`src/rtl/osd_chars_pkg.sv`:
```
// Character-ROM codes and field widths shared by the on-screen digit overlay.
package osd_chars_pkg;

  localparam int unsigned CHAR_CODE_W = 7;
  localparam int unsigned ROW_W       = 4;

  typedef logic [CHAR_CODE_W-1:0] char_code_t;

  localparam char_code_t CHAR_DIGIT0 = 7'h30;
  localparam char_code_t CHAR_BLANK  = 7'h20;
  localparam char_code_t CHAR_DASH   = 7'h2D;

  typedef enum logic [1:0] {
    DIG_HUNDREDS = 2'd0,
    DIG_DOZENS   = 2'd1,
    DIG_UNITS    = 2'd2
  } digit_idx_t;

endpackage

```
`src/rtl/bcd_digit_coder.sv`:
```
// One BCD digit to character code, with blanking and dash for non-decimal digits.
module bcd_digit_coder
  import osd_chars_pkg::*;
(
  input  logic [3:0]             digit,
  input  logic                   blank,
  output logic [CHAR_CODE_W-1:0] code
);

  always_comb begin
    code = CHAR_DIGIT0 + CHAR_CODE_W'(digit);
    if (blank) begin
      code = CHAR_BLANK;
    end else if (digit > 4'd9) begin
      code = CHAR_DASH;
    end
  end

endmodule

```
`src/rtl/bcd_digit_overlay.sv`:
```
// Three-digit BCD overlay: per-frame value latch, blink phase, and a glyph
// lookup pipeline turning pixel position into a pixel-on flag.
module bcd_digit_overlay
  import osd_chars_pkg::*;
#(
  parameter logic [10:0] X0           = 11'd64,
  parameter logic [10:0] Y0           = 11'd32,
  parameter int unsigned CHAR_W       = 8,
  parameter int unsigned CHAR_H       = 16,
  parameter int unsigned BLINK_FRAMES = 30,
  parameter bit          BLANK_LZ     = 1'b1
) (
  input  logic        clk,
  input  logic        rst_n,
  input  logic        newframe,
  input  logic [11:0] bcd_value,
  input  logic        selected,
  input  logic [10:0] x,
  input  logic [10:0] y,
  input  logic        de,
  output logic [10:0] rom_addr,
  input  logic [7:0]  rom_data,
  output logic        pix_on,
  output logic        de_out
);

  localparam int unsigned COL_W = $clog2(CHAR_W);
  localparam int unsigned RW    = $clog2(CHAR_H);
  localparam int unsigned CNT_W = (BLINK_FRAMES > 1) ? $clog2(BLINK_FRAMES) : 1;
  localparam logic [10:0] X1    = X0 + 11'(3 * CHAR_W);
  localparam logic [10:0] Y1    = Y0 + 11'(CHAR_H);

  logic [11:0]      shadow;
  logic [CNT_W-1:0] blink_cnt;
  logic             phase;

  always_ff @(posedge clk or negedge rst_n) begin
    if (!rst_n) begin
      shadow    <= '0;
      blink_cnt <= '0;
      phase     <= 1'b1;
    end else if (newframe) begin
      shadow <= bcd_value;
      if (!selected) begin
        blink_cnt <= '0;
        phase     <= 1'b1;
      end else if (blink_cnt == CNT_W'(BLINK_FRAMES - 1)) begin
        blink_cnt <= '0;
        phase     <= ~phase;
      end else begin
        blink_cnt <= blink_cnt + 1'b1;
      end
    end
  end

  // Dozens blank only when hundreds is blanked too, so "105" keeps its zero.
  logic blank_h, blank_d;
  assign blank_h = BLANK_LZ && (shadow[11:8] == 4'd0);
  assign blank_d = blank_h && (shadow[7:4] == 4'd0);

  logic [CHAR_CODE_W-1:0] code_h, code_d, code_u;

  bcd_digit_coder u_coder_h (.digit(shadow[11:8]), .blank(blank_h), .code(code_h));
  bcd_digit_coder u_coder_d (.digit(shadow[7:4]),  .blank(blank_d), .code(code_d));
  bcd_digit_coder u_coder_u (.digit(shadow[3:0]),  .blank(1'b0),    .code(code_u));

  // Subtractions may wrap below the field origin; hit masks those cases.
  logic [10:0] dx, dy;
  logic        in_field;
  assign dx       = x - X0;
  assign dy       = y - Y0;
  assign in_field = de && (x >= X0) && (x < X1) && (y >= Y0) && (y < Y1);

  logic             hit0, hit1, hit2;
  logic             de0, de1, de2;
  digit_idx_t       idx0;
  logic [COL_W-1:0] col0, col1, col2;
  logic [ROW_W-1:0] row0;

  logic [CHAR_CODE_W-1:0] code_sel;
  always_comb begin
    code_sel = code_u;
    case (idx0)
      DIG_HUNDREDS: code_sel = code_h;
      DIG_DOZENS:   code_sel = code_d;
      default:      code_sel = code_u;
    endcase
  end

  logic [COL_W-1:0] bit_sel;
  assign bit_sel = COL_W'(CHAR_W - 1) - col2;

  always_ff @(posedge clk or negedge rst_n) begin
    if (!rst_n) begin
      hit0     <= 1'b0;
      de0      <= 1'b0;
      idx0     <= DIG_HUNDREDS;
      col0     <= '0;
      row0     <= '0;
      hit1     <= 1'b0;
      de1      <= 1'b0;
      col1     <= '0;
      rom_addr <= '0;
      hit2     <= 1'b0;
      de2      <= 1'b0;
      col2     <= '0;
      pix_on   <= 1'b0;
      de_out   <= 1'b0;
    end else begin
      hit0 <= in_field;
      de0  <= de;
      idx0 <= digit_idx_t'(2'(dx >> COL_W));
      col0 <= dx[COL_W-1:0];
      row0 <= ROW_W'(dy[RW-1:0]);

      if (hit0) begin
        rom_addr <= {code_sel, row0};
      end
      hit1 <= hit0;
      de1  <= de0;
      col1 <= col0;

      hit2 <= hit1;
      de2  <= de1;
      col2 <= col1;

      pix_on <= hit2 & phase & rom_data[bit_sel];
      de_out <= de2;
    end
  end

endmodule

```
`config.mk`:
```
export PLATFORM = sky130hd
export DESIGN_NAME = bcd_digit_overlay
export DESIGN_NICKNAME = d
export VERILOG_FILES = /design/src/rtl/osd_chars_pkg.sv /design/src/rtl/bcd_digit_coder.sv /design/src/rtl/bcd_digit_overlay.sv
export SDC_FILE = /design/constraint.sdc
export NUM_CORES = 1
export LEC_CHECK = 0
export ABC_CLOCK_PERIOD_IN_PS = 2300
export BUFFER_PORTS_ARGS = -buffer_cell sky130_fd_sc_hd__buf_2
export CAP_MARGIN = 20
export CORE_UTILIZATION = 47
export CTS_CLUSTER_SIZE = 10
export DETAILED_ROUTE_END_ITERATION = 10
export HOLD_SLACK_MARGIN = 0.1
export PLACE_DENSITY = 0.75
export SLEW_MARGIN = 20
export SYNTH_ARGS = -nofsm -noshare
export SYNTH_HDL_FRONTEND = slang
export SYNTH_HIERARCHICAL = 1
export SYNTH_SLANG_ARGS = --single-unit
```
`constraint.sdc`:
```
create_clock -name clk -period 2.3 [get_ports clk]
set_input_delay 0.23 -clock clk [delete_from_list [all_inputs] [get_ports clk]]
set_output_delay 0.23 -clock clk [all_outputs]
set_load 0.005 [all_outputs]
```
### After elaboration in Yosys (flattened, before gate mapping)

Cells that the tools add are included.

| cells by class | value |
|---|---|
| bitwise operators | 3 |
| shift-type cells | 0 |
| reductions and logical operators | 9 |
| eq/ne operators | 3 |
| $add $sub $neg | 7 |
| multiplexer cells | 12 |
| order comparisons | 8 |
| multipliers | 0 |
| divide/modulo/power cells | 0 |

Operators with widths:

| cell | count |
|---|---|
| 2-to-1 mux 7 bit | 5 |
| adder 6 x 4 -> 7 bit, first input constant | 3 |
| case mux 7 bit (2 select lines) | 1 |
| > comparator 4 bit, second input constant | 3 |
| >= comparator 11 x 6 -> 1 bit, second input constant | 1 |
| >= comparator 11 x 7 -> 1 bit, second input constant | 1 |
| less-than comparator 11 x 6 -> 1 bit, second input constant | 1 |
| less-than comparator 11 x 7 -> 1 bit, second input constant | 1 |
| 2-to-1 mux 5 bit | 2 |
| zero test 4 bit | 2 |
| adder 5 x 1 -> 5 bit, second input constant | 1 |
| equality test 5 bit, second input constant | 1 |
| logical AND 1 bit | 5 |
| subtractor 5 x 1 -> 5 bit, second input constant | 1 |
| less-than comparator 3 x 4 -> 1 bit, second input constant | 1 |
| subtractor 4 x 1 -> 4 bit, second input constant | 1 |
| binary-select mux 1 bit (select 3 bit) | 1 |
| 2-to-1 mux 1 bit | 3 |
| subtractor 3 bit, first input constant | 1 |
| AND 1 bit | 2 |
| equality test 2 x 1 -> 1 bit, second input constant | 1 |
| zero test 2 bit | 1 |
| inequality test 2 x 1 -> 1 bit, second input constant | 1 |
| AND reduction 2 bit | 1 |
| inverter 1 bit | 1 |

| word-level totals | value |
|---|---|
| bits in registers | 52 |
| RAM bits | 0 |
| input bits | 47 |
| memories | 0 |
| ROM bits | 0 |
| output and inout bits | 13 |
| bits in latches | 0 |

### Longest topological paths before layout

Gate-level depths: netlist of the first run.

| logic depth | value |
|---|---|
| depth in word-level cells | 5 |
| mapped depth | 6 |

### By module

The synthesis of the first run kept the hierarchy.

Modules (own cells, without submodules):

| module | instances | sequential area each (um2) | area an instance (um2) | cells an instance |
|---|---|---|---|---|
| bcd_digit_overlay | 1 | 1302.5 | 2033.2 | 143 |
| bcd_digit_coder | 3 | 0.0 | 85.1 | 12 |

### Worst setup path after synthesis of the first run

Ideal clock, no wire load.

| path | value |
|---|---|
| path type | reg-to-reg |
| start | register shadow[9] |
| end | register rom_addr[5] |
| setup slack | 0.024 ns |
| cell stages (with the launch flop) | 7 |
| path buffers | 0 |
| arrival time | 2.152 ns |
| setup time | 0.125 ns |
| period minus slack after synthesis | 2.276 ns |
| cells stage by stage | dfrtp_1 > nor4_1 > and2_1 > nor3b_2 > mux2i_1 > o21ai_0 > mux2_2 |

| on the way | value |
|---|---|
| cells in the longest elaborated chain, start to end | 4 |
| elaborated cells between the ends (all ways) | 8 |
| those cells by class | add/sub: 1; order compare: 1; mux: 4; reduce/logical: 2 |

RTL lines:

| item | line | RTL |
|---|---|---|
| start, declared | bcd_digit_overlay.sv:33 | `logic [11:0] shadow;` |
| start signal, assigned | bcd_digit_overlay.sv:43 | `shadow <= bcd_value;` |
| zero test 4 bit | bcd_digit_overlay.sv:58 | `assign blank_h = BLANK_LZ && (shadow[11:8] == 4'd0);` |
| net blank_h | bcd_digit_overlay.sv:57 | `logic blank_h, blank_d;` |
| logical AND 1 bit | bcd_digit_overlay.sv:59 | `assign blank_d = blank_h && (shadow[7:4] == 4'd0);` |
| net blank_d | bcd_digit_overlay.sv:57 |  |
| 2-to-1 mux 7 bit | bcd_digit_coder.sv:12 | `if (blank) begin` |
| net code_d[1] | bcd_digit_overlay.sv:61 | `logic [CHAR_CODE_W-1:0] code_h, code_d, code_u;` |
| case mux 7 bit (2 select lines) | bcd_digit_overlay.sv:83 | `case (idx0)` |
| end signal, assigned | bcd_digit_overlay.sv:117 | `rom_addr <= {code_sel, row0};` |
| end, declared | bcd_digit_overlay.sv:21 | `output logic [10:0] rom_addr,` |

The timed path passes the listed nets, and every way through them passes these cells.
A chain may end at the register's enable or synchronous reset.

### Final worst setup path of the first run

| path | value |
|---|---|
| start | register shadow[9] |
| end | register rom_addr[6] |

The elaborated chain is that of the path after synthesis.

==> flow_metrics.py, run 1 <==
metrics = {
    "critical_path": {
        "crit_arrival_ps": 2040,
        "ff2ff_path_depth": 6,
        "worstSetupPathType": "flip-flop to flip-flop",
        "crit_family": "simple AND/OR/NAND/NOR gates",
        "crit_chain": "nor4_1 > and2_1 > nor2_1 > mux2i_1 > o21ai_0 > mux2_2",
        "path_max_fanout": 5,
        "path_depth": 6,
        "cp_slowest_stage_delay_ps": 430,
        "path_buf_inv": 0,
        "cp-end-kind": "flip-flop",
        "critPathRequiredTime_ps": 2500,
        "start_kind": "flip-flop",
        "critPathSlowestCell": "dfrtp_1",
        "ff2ff_setup_slack_ps": 460,
    },
    "final_layout": {
        "final_cell_mix": "59 x buf_2, 51 x dfrtp_1, 25 x mux2_2",
        "post-route-util_pct": 60.3,
        "nets": 300,
        "final_cell_area_um2": 2830,
        "syn_to_final_growth_pct": 23.6,
        "diodes": 0,
        "drive_gt1_share_pct": 42.1,
        "layout_commonest_cell": "buf_2",
    },
    "routing": {
        "vias_per_cell": 4.99,
        "antenna_left": 0,
        "dr.first_iter.drc_count": 89,
        "firstDrtPassIters": 4,
        "drt-total-wl_um": 3940,
        "num_vias": 1526,
        "drc": 0,
        "wl_per_cell_um": 12.9,
    },
    "grt": {
        "overflow": 0,
        "grt_pass1_wl_um": 6490,
        "antenna_found_initial": 0,
        "grt_max_degree": 53,
        "grt_pass1_vias": 1469,
        "track_usage_pct": 16.7,
    },
    "die": {
        "start_util_pct": 48.8,
        "die_w_um": 71.8,
        "die_h_um": 71.8,
        "coreArea_um2": 4690,
        "dieArea_um2": 5150,
        "rows": 25,
        "ios": 60,
    },
    "placed_design": {
        "dpl-instance-area_um2": 2610,
        "finalWeightedCongestion": 0.760,
        "io_buffers": 59,
        "dp_hpwl_um": 2690,
    },
    "timing": {
        "period_minus_slack_ps": 1840,
        "setup_tns_ps": 0,
        "rsz0062_at_grt": "no",
        "slew_violations": 0,
        "setup_viol": 0,
        "slew_headroom_pct": 57.4,
        "clock_skew_ps": 7.59,
        "fmax_ghz": 0.543,
        "worst_pin_slew_ps": 639,
        "hold_viol": 0,
        "fin_crit_sh_pct": 80.0,
    },
    "cts": {
        "clockBufferDepth": 2,
        "clk_pin_slew_ps": 90,
        "cts_tree": "done",
        "clkSinkCount": 52,
        "cts_root_buf": "clkbuf_8",
        "cts_buffers": 5,
        "cts_max_level": 2,
        "clkLatencyLatePin_ps": 300,
    },
    "yosys": {
        "synth_seq_area_share_pct": 56.9,
        "synth-seq-cells": 52,
        "synth-xor-area-share_pct": 0,
        "synth_edf_count": 0,
        "synth-main-ff-cell": "dfrtp_1",
        "synthArstFlopShare_pct": 100,
        "syn_avg_cell_area_um2": 12.8,
        "synth_top_family_by_area": "multiplexers",
        "yosys.area_share.simple_pct": 11.1,
        "yosys_warnings": 6,
        "netlist_instances": 179,
        "synth.distinct_cells": 35,
        "synth_area_um2": 2290,
        "synth_compound_area_share_pct": 7.11,
        "post_synth_fa_ha_maj_area_fraction_pct": 1.09,
        "synthMuxAreaShare_pct": 18.3,
    },
    "flow_run": {
        "cap_violations": 0,
    },
    "pwr": {
        "vdd_drop_max_uv": 398,
        "power_density_nw_per_um2": 664,
        "p_leak_nw": 1.42,
    },
    "status": {
        "status": "complete, no violations",
    },
    "hold_path": {
        "whs_path_depth": 2,
        "hold_path_class": "primary input to flip-flop",
    },
}
[power breakdown]
group | switching [mW] | total (mW) | internal (mW)
Clock | 0.288 | 0.611 | 0.323
Sequential | 0.0597 | 1.04 | 0.976
Combinational | 0.0974 | 0.233 | 0.135
Total | 0.445 | 1.88 | 1.43
[logic make-up (layout without fill, tap and decap cells)]
logic type               Yosys count  after routing
AO/OA/AOI/OAI                     24             24
adder cells (fa/ha/maj)            2              2
flip-flops                        52             52
buffers and inverters             19             88
other                              7             11
multiplexers                      37             37
AND/OR/NAND/NOR                   38             38
[Yosys cell counts, types with 3 or more instances]
cell | instances | area (µm²)
a21oi_1 | 3 | 15.0
a21oi_2 | 3 | 26.3
buf_2 | 5 | 25.0
buf_4 | 6 | 45.0
conb_1 | 7 | 26.3
dfrtp_1 | 51 | 1280
inv_1 | 8 | 30.0
mux2_2 | 25 | 282
mux2i_1 | 11 | 110
nand2_1 | 9 | 33.8
nand3_1 | 3 | 15.0
nor2_1 | 4 | 15.0
nor2b_1 | 4 | 25.0
nor2b_4 | 3 | 41.3
nor3b_2 | 3 | 37.5
nor4_1 | 3 | 18.8
o21ai_0 | 7 | 35.0
o21ai_2 | 3 | 26.3
o22ai_1 | 3 | 18.8
[sequential cells by signal, summed over array words and instances (netlist names), 2 cells and up]
| signal | count |
|---|---|
| blink_cnt | 5 |
| col2 | 3 |
| idx0 | 2 |
| row0 | 4 |
| col1 | 3 |
| shadow | 12 |
| col0 | 3 |
| rom_addr | 11 |
[final timing paths]
kind,from,end
min,bcd_value[10],shadow[10]
min reg2reg,de1,de2
max reg2reg,shadow[9],rom_addr[6]
max,shadow[9],rom_addr[6]
min in group asynchronous,rst_n,blink_cnt[0]
max in group asynchronous,rst_n,de0
[layout make-up]
type                            instances  area, µm²
Sequential cell                        52       1300
Clock inverter                          2       35.0
Timing Repair Buffer                   72        420
Clock buffer                            6       72.6
Tap cell                               54       67.6
Inverter                                8       30.0
Multi-Input combinational cell        112        901
Fill cell                             392       1860
[timing repair]
action	CTS	global route
hold buffers	11	0
buffers inserted	0	0
resized for setup	0	0
hold endpoints to repair	61	0
[metal layers]
metal | up-vias | share of wire [%] | track usage, %
li1 | 750 | - | -
met1 | 733 | 46 | 21.3
met2 | 38 | 49 | 27.5
met3 | 5 | 4.4 | 5.06
met4 | 0 | 1.2 | 5.23
met5 | - | 0 | 0
[stage by stage]
stage	total power, mW	instances	setup slack [ps]	hold WS (ps)
CTS	1.90	306	445	147
finish	1.88	306	460	156
global placement	1.26	287	530	332
global route	1.97	306	298	146
detailed placement	1.27	287	493	335
floorplan	1.19	183	23.5	-65.6
Note: power is estimated with default switching activity, not from simulation.
==> run 2, diff against run 1 <==
--- a/config.mk
+++ b/config.mk
@@ -5,7 +5,7 @@
 export SDC_FILE = /design/constraint.sdc
 export NUM_CORES = 1
 export LEC_CHECK = 0
-export ABC_CLOCK_PERIOD_IN_PS = 2300
+export ABC_CLOCK_PERIOD_IN_PS = 1500
 export BUFFER_PORTS_ARGS = -buffer_cell sky130_fd_sc_hd__buf_2
 export CAP_MARGIN = 20
 export CORE_UTILIZATION = 47
==> constraint.sdc (replaced) <==
create_clock -name clk -period 1.5 [get_ports clk]
set_input_delay 0.15 -clock clk [delete_from_list [all_inputs] [get_ports clk]]
set_output_delay 0.15 -clock clk [all_outputs]
set_load 0.005 [all_outputs]
==> run 2 against run 1 <==
  * The flow now finishes with violations (negative setup slack)
  * Critical path depth stayed put
  * First-iteration DRC count is 24% lower
  * Sequential power is 52% higher
  * Core utilization is 5.1 points higher
  * Highest routed layer unchanged
  * Clock skew hardly changed
  * Critical path type unchanged
  * Die area stayed put
  * Final cell count is 7.2% higher
==> flow_metrics.py, run 2 (synthesis results as in run 1) <==
metrics = {
    "status": {
        "status": "complete, but fails checks",
        "failed_checks": "negative setup slack",
    },
    "final_layout": {
        "final_cell_mix": "59 x buf_2, 51 x dfrtp_1, 23 x dlygate4sd3_1, 22 x mux2_2",
        "layout_commonest_cell": "buf_2",
        "largest_register_ffs": 12,
        "drive_gt1_share_pct": 43.8,
        "largest-register": "shadow",
        "nets": 322,
        "top_regs": "shadow (12), rom_addr (11), blink_cnt (5)",
        "diodes": 0,
        "syn_to_final_growth_pct": 34.1,
        "final_cell_area_um2": 3070,
    },
    "routing": {
        "dr.first_iter.drc_count": 68,
        "num_vias": 1574,
        "drc": 0,
        "firstDrtPassIters": 4,
        "drt-total-wl_um": 4110,
        "vias_per_cell": 4.80,
        "antenna_left": 0,
        "wl_per_cell_um": 12.5,
    },
    "timing": {
        "holdWs_ps": 128,
        "setup_tns_ps": -511,
        "setup_ws_ps": -115,
        "rsz0062_at_grt": "yes",
        "setup_viol": 5,
        "period_minus_slack_ps": 1620,
        "worst_pin_slew_ps": 524,
        "clock_skew_ps": 7.77,
        "slew_violations": 0,
        "slew_headroom_pct": 65.0,
        "hold_viol": 0,
        "fmax_ghz": 0.619,
        "fin_crit_sh_pct": 108,
    },
    "cts": {
        "cts_buffers": 5,
        "cts_root_buf": "clkbuf_8",
        "post_cts_buffers": 0,
        "cts_tree": "done",
        "cts_max_level": 2,
        "clk_pin_slew_ps": 100,
        "clkSinkCount": 52,
        "clkLatencyLatePin_ps": 310,
        "clockBufferDepth": 2,
    },
    "die": {
        "dieArea_um2": 5150,
        "die_w_um": 71.8,
        "coreArea_um2": 4690,
        "ios": 60,
        "die_h_um": 71.8,
        "rows": 25,
        "start_util_pct": 48.8,
    },
    "placed_design": {
        "dpl-instance-area_um2": 2730,
        "io_buffers": 59,
        "dp_hpwl_um": 2920,
        "dp_slack_ps": -104,
        "finalWeightedCongestion": 0.809,
    },
    "critical_path": {
        "ff2ff_path_depth": 6,
        "worstSetupPathType": "flip-flop to flip-flop",
        "start_kind": "flip-flop",
        "cp_slowest_stage_delay_ps": 420,
        "cp-end-kind": "flip-flop",
        "rr_endpoint": "rom_addr[7]",
        "crit_arrival_ps": 1820,
        "crit_chain": "nor4_4 > and2_4 > nor2b_1 > mux2i_1 > o21ai_1 > mux2_2",
        "path_max_fanout": 5,
        "critPathSlowestCell": "dfrtp_1",
        "critPathRequiredTime_ps": 1700,
        "ff2ff_setup_slack_ps": -120,
        "reg2reg_from": "shadow[10]",
    },
    "grt": {
        "antenna_found_initial": 0,
        "grt_max_degree": 24,
        "grt_pass1_wl_um": 6710,
        "overflow": 0,
        "grt_pass1_vias": 1503,
        "track_usage_pct": 17.3,
    },
    "flow_run": {
        "cap_violations": 0,
    },
    "hold_path": {
        "hold_path_class": "primary input to flip-flop",
        "whs_path_depth": 3,
        "whs_endpoint": "hit0",
        "hp-start": "x[5]",
    },
    "pwr": {
        "finalPower_mw": 2.85,
        "vdd_drop_max_uv": 622,
        "p_leak_nw": 1.52,
        "power_density_nw_per_um2": 930,
    },
}
## run 2: worst max path at each step
stage          slack (ps)           to  startpoint  cells past startpoint
6_report             -120  rom_addr[7]  shadow[10]                      6
5_1_grt              -190  rom_addr[7]  shadow[10]                      6
4_1_cts              -120  rom_addr[7]  shadow[10]                      6
3_5_place_dp         -100  rom_addr[7]  shadow[10]                      6
3_3_place_gp          -80  rom_addr[7]  shadow[10]                      6
2_1_floorplan        -250  rom_addr[5]  shadow[10]                      6
## run 2: per-stage QoR
| stage | util [%] | instances |
|---|---|---|
| 3_3_place_gp | 58.2 | 297 |
| 5_1_grt | 65.4 | 328 |
| 3_5_place_dp | 58.2 | 297 |
| 6_report | 65.4 | 328 |
| 2_1_floorplan | - | 183 |
| 4_1_cts | 65.1 | 328 |
## run 2: timing repair
action,4_1_cts,5_1_grt
hold endpoints to repair,42,0
endpoints found under the setup margin,5,6
pin swaps,1,1
resized for setup,3,5
hold buffers,23,0
## run 2: critical path, delay by kind of cell, from the launching register on
family,cells,cell delay (ps)
AND/OR/NAND/NOR,3,610
AO/OA/AOI/OAI,1,70
flip-flops,1,420
multiplexers,2,400
## run 2: power by group
group | switching, mW | leakage, nW | internal [mW]
combinational | 0.178 | 0.831 | 0.263
sequential | 0.0813 | 0.648 | 1.50
clock | 0.492 | 0.0452 | 0.341
total | 0.752 | 1.52 | 2.10
## run 2: layout make-up
type / instances / area (µm²)
clock buffers: 5 / 68.8
clock inverters: 3 / 25.0
fillers: 380 / 1620
inverters: 8 / 30.0
multi-input cells: 112 / 933
flip-flops and latches: 52 / 1300
well taps: 54 / 67.6
repair buffers: 94 / 641
## run 2: routing by layer
layer  part of all wire, %  GRT usage, %  vias up  routed length [µm]
met4                   1.6          7.19        0                  66
met3                   4.2          3.52        8                 172
met5                     0             0        -                   0
met2                    48          28.1       46                1950
met1                    47          22.7      730                1920
li1                      -             -      790                   -
==> run 3, diff against run 2 <==
--- a/config.mk
+++ b/config.mk
@@ -6,13 +6,13 @@
 export NUM_CORES = 1
 export LEC_CHECK = 0
 export ABC_CLOCK_PERIOD_IN_PS = 1500
-export BUFFER_PORTS_ARGS = -buffer_cell sky130_fd_sc_hd__buf_2
 export CAP_MARGIN = 20
-export CORE_UTILIZATION = 47
+export CORE_UTILIZATION = 56
 export CTS_CLUSTER_SIZE = 10
 export DETAILED_ROUTE_END_ITERATION = 10
+export DONT_BUFFER_PORTS = 1
 export HOLD_SLACK_MARGIN = 0.1
-export PLACE_DENSITY = 0.75
+export PLACE_DENSITY = 0.74
 export SLEW_MARGIN = 20
 export SYNTH_ARGS = -nofsm -noshare
 export SYNTH_HDL_FRONTEND = slang
==> run 3 against run 2 <==
  * The flow still finishes with violations (negative setup slack)
  * Combinational power fell by 6.1%
  * Clock-buffer cell count did not move
  * Flip-flop and latch count did not move
  * First-iteration DRC count fell by 18%
  * Clock power fell by 2%
  * Highest routed layer unchanged
  * Sequential share of layout area rose by 3.2 points
  * Sequential power barely moved
  * Clock skew fell by 1.6 ps
  * Global-route usage rose by 4.7 points
  * Core utilization rose by 9.7 points
  * Via count fell by 7.2%
  * Critical path depth did not move
==> flow_metrics.py, run 3 (synthesis results as in run 1) <==
metrics = {
    "grt": {
        "grt_max_degree": 53,
        "track_usage_pct": 21.9,
        "grt_pass1_wl_um": 6860,
        "overflow": 0,
        "antenna_found_initial": 0,
        "grt_pass1_vias": 1509,
    },
    "die": {
        "start_util_pct": 60.2,
        "die_w_um": 65.9,
        "die_h_um": 65.9,
        "coreArea_um2": 3800,
        "rows": 22,
        "dieArea_um2": 4350,
        "ios": 60,
    },
    "timing": {
        "slew_violations": 0,
        "fmax_ghz": 0.602,
        "rsz0062_at_grt": "yes",
        "period_minus_slack_ps": 1660,
        "setup_tns_ps": -588,
        "worst_pin_slew_ps": 827,
        "fin_crit_sh_pct": 111,
        "holdWs_ps": 124,
        "hold_viol": 0,
        "clock_skew_ps": 6.20,
        "setup_viol": 5,
        "slew_headroom_pct": 44.9,
        "setup_ws_ps": -160,
    },
    "placed_design": {
        "io_buffers": 0,
        "dp_slack_ps": -159,
        "finalWeightedCongestion": 0.782,
        "dpl-instance-area_um2": 2370,
        "dp_hpwl_um": 2750,
    },
    "critical_path": {
        "cp_slowest_stage_delay_ps": 420,
        "cp-end-kind": "flip-flop",
        "crit_chain": "nor4_4 > and2_4 > nor3b_2 > mux2i_1 > o21ai_1 > mux2_4",
        "start_kind": "flip-flop",
        "path_max_fanout": 5,
        "setup.worst_path.start": "shadow[9]",
        "critPathSlowestCell": "dfrtp_1",
        "crit_family": "simple AND/OR/NAND/NOR gates",
        "ff2ff_path_depth": 6,
        "path_depth": 6,
        "path_buf_inv": 0,
        "crit_arrival_ps": 1860,
        "critPathRequiredTime_ps": 1700,
        "worstSetupPathType": "flip-flop to flip-flop",
        "reg2reg_from": "shadow[9]",
    },
    "cts": {
        "post_cts_buffers": 0,
        "cts_buffers": 5,
        "cts_tree": "done",
        "clk_pin_slew_ps": 100,
        "clockBufferDepth": 2,
        "clkSinkCount": 52,
        "cts_max_level": 2,
        "clkLatencyLatePin_ps": 300,
        "cts_root_buf": "clkbuf_8",
    },
    "pwr": {
        "p_leak_nw": 1.31,
        "p_int_mw": 2.07,
        "power_density_nw_per_um2": 985,
        "p_comb_share_pct": 14.7,
        "p_sw_share_pct": 26.2,
        "p_seq_share_pct": 56.2,
        "switchingPower_mw": 0.736,
        "p_clk_share_pct": 29.1,
        "vdd_drop_max_uv": 833,
        "finalPower_mw": 2.81,
    },
    "final_layout": {
        "largest_register_ffs": 12,
        "layout_commonest_cell": "dfrtp_1",
        "drive_gt1_share_pct": 27.5,
        "nets": 270,
        "fillerInstances": 246,
        "final_cell_area_um2": 2850,
        "diodes": 0,
        "top_regs": "shadow (12), rom_addr (11), blink_cnt (5)",
        "syn_to_final_growth_pct": 24.7,
        "largest-register": "shadow",
        "final_cell_mix": "51 x dfrtp_1, 32 x dlygate4sd3_1, 23 x mux2_2, 11 x mux2i_1, 11 x conb_1",
    },
    "routing": {
        "vias_per_cell": 5.41,
        "num_vias": 1461,
        "drc": 0,
        "dr.first_iter.drc_count": 56,
        "antenna_left": 0,
        "firstDrtPassIters": 4,
        "wl_per_cell_um": 16.5,
        "drt-total-wl_um": 4450,
    },
    "hold_path": {
        "hp-start": "selected",
        "whs_path_depth": 2,
        "hold_path_class": "primary input to flip-flop",
    },
    "status": {
        "failed_checks": "negative setup slack",
        "status": "complete, but fails checks",
    },
    "flow_run": {
        "cap_violations": 0,
    },
}
-- run 3: cell types whose count changed in the layout (fill, tap and decap cells not counted), moves of 2 or more --
cell           delta
buf_4             -2
buf_2            -59
buf_12            -2
dlygate4sd3_1     +9
-- run 3: stage by stage --
stage | cells | util [%]
floorplan | 183 | -
global placement | 228 | 62.4
detailed placement | 228 | 62.4
CTS | 270 | 74.4
global route | 270 | 75.1
finish | 270 | 75.1
-- run 3: worst register-to-register path: cells and delay by family (launching register included) --
family | cells | cell delay [ps]
multiplexers | 2 | 440
AND/OR/NAND/NOR | 3 | 590
AO/OA/AOI/OAI | 1 | 110
flip-flops | 1 | 420
-- run 3: worst paths after layout --
path,end,slack (ps)
min in group asynchronous,blink_cnt[3],350
worst max-delay path,rom_addr[5],-160
worst min-delay path,phase,120
worst max register to register,rom_addr[5],-160
worst min register to register,de2,360
max in group asynchronous,phase,880
-- run 3: per-layer routing --
layer  routed length [µm]  track usage, %  vias up
li1                     -               -      683
met1                 1740            23.8      729
met2                 2390            40.4       42
met3                  250            5.69        7
met4                   70            8.15        0
met5                    0               0        -
-- run 3: power by group through the flow --
stage                     clock [mW]  combinational (mW)  sequential [mW]
after detailed placement           0               0.289             1.61
after CTS                      0.844               0.403             1.58
after global placement             0               0.276             1.60
after floorplan                    0               0.237             1.59
after global routing           0.902               0.456             1.59
final                          0.817               0.414             1.58
-- run 3: area by class of cell --
type	instances	area, µm²	share of cell area, %
Inverter	8	30.0	1.05
Clock inverter	3	25.0	0.877
Sequential cell	52	1300	45.6
Timing Repair Buffer	42	420	14.7
Tap cell	48	60.1	2.10
Clock buffer	5	68.8	2.41
Multi-Input combinational cell	112	947	33.2
-- run 3: timing repair --
item,CTS,global route
setup endpoints to repair,5,16
hold buffers,34,2
pin swaps,1,5
gates cloned,0,0
hold endpoints to repair,81,1
resized for setup,3,7
